`config.mk`:
```
export PLATFORM = sky130hd
export DESIGN_NAME = hsv_threshold_quantizer
export DESIGN_NICKNAME = d
export VERILOG_FILES = /design/src/rtl/hsv_threshold_quantizer_pkg.sv /design/src/rtl/hsv_quant_channel.sv /design/src/rtl/hsv_threshold_quantizer.sv
export SDC_FILE = /design/constraint.sdc
export NUM_CORES = 1
export LEC_CHECK = 0
export CAP_MARGIN = 40
export CORE_UTILIZATION = 59
export DETAILED_ROUTE_END_ITERATION = 7
export PLACE_DENSITY = 0.95
export SETUP_SLACK_MARGIN = 0.2
export SLEW_MARGIN = 20
export SYNTH_ARGS = -nofsm -noshare
export SYNTH_HDL_FRONTEND = slang
export SYNTH_HIERARCHICAL = 1
export SYNTH_SLANG_ARGS = --single-unit
```
`constraint.sdc`:
```
create_clock -name clk -period 8.6 [get_ports clk]
set_input_delay 0.86 -clock clk [delete_from_list [all_inputs] [get_ports clk]]
set_output_delay 0.86 -clock clk [all_outputs]
set_load 0.03 [all_outputs]
```
`src/rtl/hsv_threshold_quantizer_pkg.sv`:
```
// Shared definitions for the HSV threshold quantizer.
//   - channel and pixel-counter widths
//   - reset values of the active masks (shared with the threshold block)
//   - hsv_t: one 8-bit value per channel
//   - center_bias(): midpoint of the LSB range that a mask drops
package hsv_threshold_quantizer_pkg;

  localparam int CH_W  = 8;
  localparam int CNT_W = 20;

  localparam logic [CH_W-1:0] H_RST_MASK_DEF = 8'hE0;
  localparam logic [CH_W-1:0] S_RST_MASK_DEF = 8'hC0;
  localparam logic [CH_W-1:0] V_RST_MASK_DEF = 8'hC0;

  localparam logic [CNT_W-1:0] CNT_MAX = '1;

  typedef struct packed {
    logic [CH_W-1:0] h;
    logic [CH_W-1:0] s;
    logic [CH_W-1:0] v;
  } hsv_t;

  // ((~mask) + 1) >> 1, carried in CH_W+1 bits so that mask = 0 gives 0x80.
  // Non-contiguous masks go through the same formula unchanged.
  function automatic logic [CH_W-1:0] center_bias(input logic [CH_W-1:0] mask);
    logic [CH_W:0] span;
    span = {1'b0, ~mask} + {{CH_W{1'b0}}, 1'b1};
    return span[CH_W:1];
  endfunction

endpackage

```
`src/rtl/hsv_quant_channel.sv`:
```
// Combinational quantizer for a single channel.
//   pix   : channel value (may already be masked)
//   mask  : leading-ones mask applied to this beat
//   quant : (pix & mask) | bias. The bias re-centres the value within the
//           dropped LSB range when CENTER_EN = 1, and is 0 otherwise.
module hsv_quant_channel
  import hsv_threshold_quantizer_pkg::*;
#(
  parameter bit CENTER_EN = 1'b1
) (
  input  logic [CH_W-1:0] pix,
  input  logic [CH_W-1:0] mask,
  output logic [CH_W-1:0] quant
);

  logic [CH_W-1:0] bias;

  assign bias  = CENTER_EN ? center_bias(mask) : '0;
  assign quant = (pix & mask) | bias;

endmodule

```
`src/rtl/hsv_threshold_quantizer.sv`:
```
// Streaming HSV quantizer with a two-stage valid/ready pipeline.
//   clk, reset                        : clock; asynchronous active-high reset
//   hThreshold/sThreshold/vThreshold  : live channel masks, captured on each
//                                       accepted start-of-frame beat
//   in_valid/in_ready/in_sof, h/s/v_in  : input stream
//   out_valid/out_ready/out_sof, h/s/v_out : quantized output stream
//   frame_pixels                      : accepted-beat count of the previous frame
module hsv_threshold_quantizer
  import hsv_threshold_quantizer_pkg::*;
#(
  parameter bit              CENTER_EN  = 1'b1,
  parameter logic [CH_W-1:0] H_RST_MASK = H_RST_MASK_DEF,
  parameter logic [CH_W-1:0] S_RST_MASK = S_RST_MASK_DEF,
  parameter logic [CH_W-1:0] V_RST_MASK = V_RST_MASK_DEF
) (
  input  logic              clk,
  input  logic              reset,
  input  logic [CH_W-1:0]   hThreshold,
  input  logic [CH_W-1:0]   sThreshold,
  input  logic [CH_W-1:0]   vThreshold,
  input  logic              in_valid,
  output logic              in_ready,
  input  logic              in_sof,
  input  logic [CH_W-1:0]   h_in,
  input  logic [CH_W-1:0]   s_in,
  input  logic [CH_W-1:0]   v_in,
  output logic              out_valid,
  input  logic              out_ready,
  output logic              out_sof,
  output logic [CH_W-1:0]   h_out,
  output logic [CH_W-1:0]   s_out,
  output logic [CH_W-1:0]   v_out,
  output logic [CNT_W-1:0]  frame_pixels
);

  localparam hsv_t RST_MASK = '{h: H_RST_MASK, s: S_RST_MASK, v: V_RST_MASK};

  hsv_t             act_mask;
  hsv_t             eff_mask;
  hsv_t             s1_pix;
  hsv_t             s1_mask;
  hsv_t             quant;
  logic             s1_valid;
  logic             s1_sof;
  logic             s1_adv;
  logic             accept;
  logic             take_sof;
  logic [CNT_W-1:0] pix_cnt;

  // Stage 1 moves whenever stage 2 is empty or draining, so bubbles collapse.
  assign s1_adv   = !out_valid || out_ready;
  assign in_ready = !s1_valid || s1_adv;
  assign accept   = in_valid && in_ready;
  assign take_sof = accept && in_sof;

  // The sof beat itself must see the freshly captured thresholds, so bypass
  // the shadow register in the capture cycle.
  assign eff_mask = take_sof ? '{h: hThreshold, s: sThreshold, v: vThreshold}
                             : act_mask;

  // NOTE: sequential state uses non-blocking assignments so every register
  // samples pre-edge values regardless of process evaluation order.
  always_ff @(posedge clk or posedge reset) begin
    if (reset) begin
      act_mask <= RST_MASK;
    end else if (take_sof) begin
      act_mask <= eff_mask;
    end
  end

  // NOTE: data registers are reset along with the valids so out_* read 0
  // after reset; this is a handful of flops, not a memory.
  always_ff @(posedge clk or posedge reset) begin
    if (reset) begin
      s1_valid <= 1'b0;
      s1_sof   <= 1'b0;
      s1_pix   <= '0;
      s1_mask  <= '0;
    end else if (in_ready) begin
      s1_valid <= in_valid;
      if (in_valid) begin
        s1_pix  <= '{h: h_in & eff_mask.h, s: s_in & eff_mask.s, v: v_in & eff_mask.v};
        s1_mask <= eff_mask;
        s1_sof  <= in_sof;
      end
    end
  end

  hsv_quant_channel #(.CENTER_EN(CENTER_EN)) u_ch_h (
    .pix(s1_pix.h), .mask(s1_mask.h), .quant(quant.h)
  );
  hsv_quant_channel #(.CENTER_EN(CENTER_EN)) u_ch_s (
    .pix(s1_pix.s), .mask(s1_mask.s), .quant(quant.s)
  );
  hsv_quant_channel #(.CENTER_EN(CENTER_EN)) u_ch_v (
    .pix(s1_pix.v), .mask(s1_mask.v), .quant(quant.v)
  );

  // Output register: holds its contents while out_valid && !out_ready.
  always_ff @(posedge clk or posedge reset) begin
    if (reset) begin
      out_valid <= 1'b0;
      out_sof   <= 1'b0;
      h_out     <= '0;
      s_out     <= '0;
      v_out     <= '0;
    end else if (s1_adv) begin
      out_valid <= s1_valid;
      if (s1_valid) begin
        out_sof <= s1_sof;
        h_out   <= quant.h;
        s_out   <= quant.s;
        v_out   <= quant.v;
      end
    end
  end

  // Counter restarts at 1 on a sof beat because that beat belongs to the new
  // frame; the previous total is published at the same time.
  always_ff @(posedge clk or posedge reset) begin
    if (reset) begin
      pix_cnt      <= '0;
      frame_pixels <= '0;
    end else if (take_sof) begin
      frame_pixels <= pix_cnt;
      pix_cnt      <= {{(CNT_W-1){1'b0}}, 1'b1};
    end else if (accept && pix_cnt != CNT_MAX) begin
      pix_cnt <= pix_cnt + 1'b1;
    end
  end

endmodule

```
# --- Word level (Yosys, flattened, before mapping) ---
# Cells that the tools add are included.
totals:
  register_bits: 140
  out_inout_bits: 47
  in_bits: 53
  elab_cells: 48
op_classes:
  muxes: 3
  n_eq_ne: 1
  n_bitwise: 12
  n_reduce_logical: 10
  add_sub_neg: 4
ops:
  columns: ["op", "n"]
  rows:
  - ["bitwise AND 8 bit", 6]
  - ["two-way mux 20 bit", 2]
  - ["adder 8 x 1 -> 9 bit, second input constant", 3]
  - ["two-way mux 24 bit", 1]
  - ["NOT 8 bit", 3]
  - ["bitwise OR 8 bit", 3]
  - ["adder 20 x 1 -> 20 bit, second input constant", 1]
  - ["inequality test 20 bit, second input constant", 1]
  - ["AND reduction 2 bit", 2]
  - ["logical AND 1 bit", 3]
  - ["zero test 1 bit", 2]
  - ["logical OR 1 bit", 2]
  - ["nonzero test 2 bit", 1]

# --- Logic depth before layout (Yosys ltp) ---
depth:
  word_depth: 7
  mapped_depth: 8
  depth_no_buf: 6

# --- By module ---
# The synthesis kept the hierarchy.
by_module_without_submodules:
  columns: ["module", "seq_area_each_um2", "instances", "area_per_inst_um2", "cells_each"]
  rows:
  - ["hsv_threshold_quantizer", 3512.1, 1, 6022.0, 519]
  - ["hsv_quant_channel", 0.0, 3, 221.5, 29]

# --- Worst setup path after synthesis ---
# OpenSTA, ideal clock, no wires.
synth_timing:
  path_kind: "input to register"
  startpoint: "in out_ready"
  endpoint: "reg act_mask[0] in the netlist's numbering"
  setup_time_ps: 125
  cell_stages: 6
  required_ps: 8475
  t_arrival_ps: 2398
  setup_slack_ps: 6078
  path_buffers: 2
  cell_sequence: "nand3b_1 > and2_1 > buf_2 > nand2_2 > buf_2 > mux2_2"
synth_between:
  elab_chain_len: 5
synth_rtl:
  columns: ["item", "line", "text"]
  rows:
  - ["from (decl)", "hsv_threshold_quantizer.sv:28", "input logic out_ready,"]
  - ["logical OR 1 bit (*)", "hsv_threshold_quantizer.sv:51", "assign s1_adv = !out_valid || out_ready;"]
  - ["logical OR 1 bit (*)", "hsv_threshold_quantizer.sv:52", "assign in_ready = !s1_valid || s1_adv;"]
  - ["logical AND 1 bit (*)", "hsv_threshold_quantizer.sv:53", "assign accept = in_valid && in_ready;"]
  - ["logical AND 1 bit (*)", "hsv_threshold_quantizer.sv:54", "assign take_sof = accept && in_sof;"]
  - ["two-way mux 24 bit", "hsv_threshold_quantizer.sv:58", "assign eff_mask = take_sof ? '{h: hThreshold, s: sThreshold, v: vThreshold}"]
  - ["to (signal assigned)", "hsv_threshold_quantizer.sv:67", "act_mask <= eff_mask;"]
  - ["to (decl)", "hsv_threshold_quantizer.sv:38", "hsv_t act_mask;"]
# Every way passes the cells marked *; elsewhere a longest branch is shown, timed or not.
# A chain may end at the register's enable or synchronous reset.

# --- Final worst setup path ---
layout_timing:
  startpoint: "in out_ready"
  endpoint: "out in_ready"
layout_between:
  elab_chain_len: 2
layout_rtl:
  columns: ["item", "line", "text"]
  rows:
  - ["logical OR 1 bit", "hsv_threshold_quantizer.sv:51", null]
  - ["logical OR 1 bit", "hsv_threshold_quantizer.sv:52", null]
  - ["to (decl)", "hsv_threshold_quantizer.sv:22", "output logic in_ready,"]
# No other way between the ends.

==> run metrics <==
post-synth top area share=49.8%; initial antenna violation count=0; DIE HEIGHT=108 um; CTS root buf=clkbuf_16; CP Launch Type=primary input; worst hold slack=0.486 ns; Pint=1.65 mW; fin. max-slew vios=0; HPWL Detailed=10400 um; Core ar.=0.0109 mm2; ys async rst share=100%; drt first-iter violations=344; RSZ-0062 raised after global routing=no; Post-synth EDFFs=0; Layout Nets=753; htree depth=4; FILL cells=628; Flop pwr share=39.1%; Worst Max-Slew Pin Slew=0.720 ns; global route overflow=0; Max Fanout on Critical Path=5; syn_nets=663; hold buffer count at CTS=0; GRT Util Overall=30.9%; final wirelength=16800 um; vias in the first global route=5534; CTS resizes=0; cell with the most instances after synthesis=dfrtp_1; Synth area leader=dfrtp_1; Main synth FF type=dfrtp_1; vias=5303; Max stage delay on crit path=0.72 ns; vias per cell=6.26; Syn Area/Cell=11.0 um2; row count=38; Worst-path clk slew=0.06 ns; synthesis-to-finish area growth=26.0%; Final Power=2.41 mW; Worst EP arrival=2.28 ns; num ports=100; Seq/Total Area, Yosys=52.5%; Cell variety after synth=57; sequential cell area=0.00351 mm2; Clock Tree Buf Depth=2; # port buffers=99; Final ANT Viol Nets=0; cell total after placement=817; drt first pass iters=5; Power per Cell Area=286 mW/mm2; area of the multi-input gates=0.00287 mm2; f_max=0.318 GHz; CP Data Required Time=7.74 ns; DRC violations left=0; largest net degree at the start of global routing=84; DR WL/cell=19.8 um; Final Hold Fails=0; NetSw=0.765 mW; Final Wtd Congestion=0.826; Clock Skews=0.00693 ns; Cells after Synth=606; combinational share of power=27.1%; Synth Register Bits=140; worst skew pair latency=0.43 ns; first-pass GRT wire length=27200 um; setup violators final=0; Post-Syn Area=0.00669 mm2; Die Span X=108 um; hold path cells=2; synth warn=6; fraction of layout cells with a size suffix above 1=19.0%; most used cell, CP=clkdlybuf4s50_1; crit path cell chain=clkdlybuf4s50_1 -> nand3b_1 -> clkdlybuf4s50_1; worst relative slew slack=52.0%; initial core utilization=61.1%; Final min period=3.14 ns; Die ar.=0.0118 mm2; Crit. End Element=output port; Pleak=3.75 nW; Max Cap Viol=0; ant diodes=0; HP Class=reg2reg; Num CTS Buffers=17; final worst-path cycle share=36.5%; slowest stage cell, crit path=clkdlybuf4s50_1; TNS Setup=0 ns; Final Non-Filler Cells=847; Switching Fraction=31.7%; Setup Fix Bufs, Post-CTS=0; status=finished, final reports clean; CTS tree=done; Commonest cells post-synth=dfrtp_1, nand2_1, mux2_2; peak supply drop=0.160 mV; critical path type=in2out; Clock power frac=33.9%; clk sinks=140; R2R depth=6; Synth area leaders=dfrtp_1, mux2_2, nand2_1
-- worst paths after layout --
check	slack [ns]	startpoint	to
max	5.46	out_ready	in_ready
min	0.49	frame_pixels[3]	frame_pixels[3]
max reg2reg	6.16	pix_cnt[0]	pix_cnt[0]
min reg2reg	0.49	frame_pixels[3]	frame_pixels[3]
max in group asynchronous	6.46	reset	act_mask[6]
min in group asynchronous	0.88	reset	pix_cnt[16]
-- layer usage --
layer | vias up | track usage (%) | part of all wire [%]
met5 | - | 0 | 0
met4 | 0 | 16.3 | 3.6
met3 | 67 | 8.74 | 6.9
met2 | 269 | 51.4 | 50
met1 | 2619 | 36.2 | 39
li1 | 2348 | - | -
-- metrics by stage --
| step | area, um2 | util, % | setup WS, ns |
|---|---|---|---|
| 2_1_floorplan | 6690 | - | 4.00 |
| 3_3_place_gp | 7720 | 70.6 | 5.31 |
| 3_5_place_dp | 7780 | 71.1 | 5.47 |
| 4_1_cts | 8430 | 77.0 | 5.46 |
| 5_1_grt | 8430 | 77.0 | 5.40 |
| 6_report | 8430 | 77.0 | 5.46 |
-- critical path: cells and delay by family --
| family | cells | cell delay (ns) |
|---|---|---|
| simple gates | 1 | 0.24 |
| buf+inv | 2 | 1.18 |
-- area by class of cell --
cell class / count / share of cell area, %
multi-input cells: 392 / 34.1
inverters: 41 / 1.89
clock inverters: 13 / 2.66
well taps: 140 / 2.08
clock buffers: 17 / 5.05
repair buffers: 104 / 12.5
flip-flops and latches: 140 / 41.7
-- logic make-up (layout without fill, tap and decap cells) --
| kind of cell | after synthesis | in the layout | share of synthesized area (%) |
|---|---|---|---|
| AND/OR/NAND/NOR | 160 | 160 | 12.1 |
| flip-flops | 140 | 140 | 52.5 |
| AO/OA/AOI/OAI | 133 | 133 | 14.6 |
| multiplexers | 89 | 89 | 14.6 |
| buffers and inverters | 74 | 175 | 4.68 |
| XOR/XNOR | 6 | 6 | 0.786 |
| adder cells (fa/ha/maj) | 4 | 4 | 0.749 |
-- flip-flops by register name, summed over array words and instances, names as in the netlist --
| name | flops |
|---|---|
| h_out | 8 |
| out_sof | 1 |
| frame_pixels | 20 |
| pix_cnt | 20 |
| s_out | 8 |
| out_valid | 1 |
| s1_pix | 24 |
| s1_valid | 1 |
| s1_sof | 1 |
| s1_mask | 24 |
| act_mask | 24 |
| v_out | 8 |
-- power groups by stage --
stage / sequential (mW) / combinational (mW) / clock, mW
2_1_floorplan: 1.05 / 0.270 / 0
3_5_place_dp: 0.945 / 0.639 / 0
4_1_cts: 0.940 / 0.654 / 0.821
6_report: 0.943 / 0.653 / 0.817
5_1_grt: 0.959 / 0.696 / 0.850
3_3_place_gp: 0.929 / 0.608 / 0
-- layout by cell type, fill, tap and decap left out, types with 4 or more instances in the layout --
master	Yosys	layout
clkdlybuf4s50_1	0	98
nand3_1	8	8
nand2_1	94	93
dfrtp_1	133	133
clkbuf_16	0	17
clkinv_2	0	4
nor2_1	9	9
a31oi_1	4	4
o21ai_0	41	41
a21o_1	5	5
inv_1	41	40
o22a_1	5	5
ha_1	4	4
nor3_1	7	7
a21oi_1	8	8
dfstp_2	7	7
mux2_2	62	62
bufinv_16	0	6
o31ai_1	30	30
mux2i_1	26	26
o311ai_0	4	4
nand4_1	4	4
and3_1	7	7
nand2b_1	10	10
(Power assumes the default switching activity.)
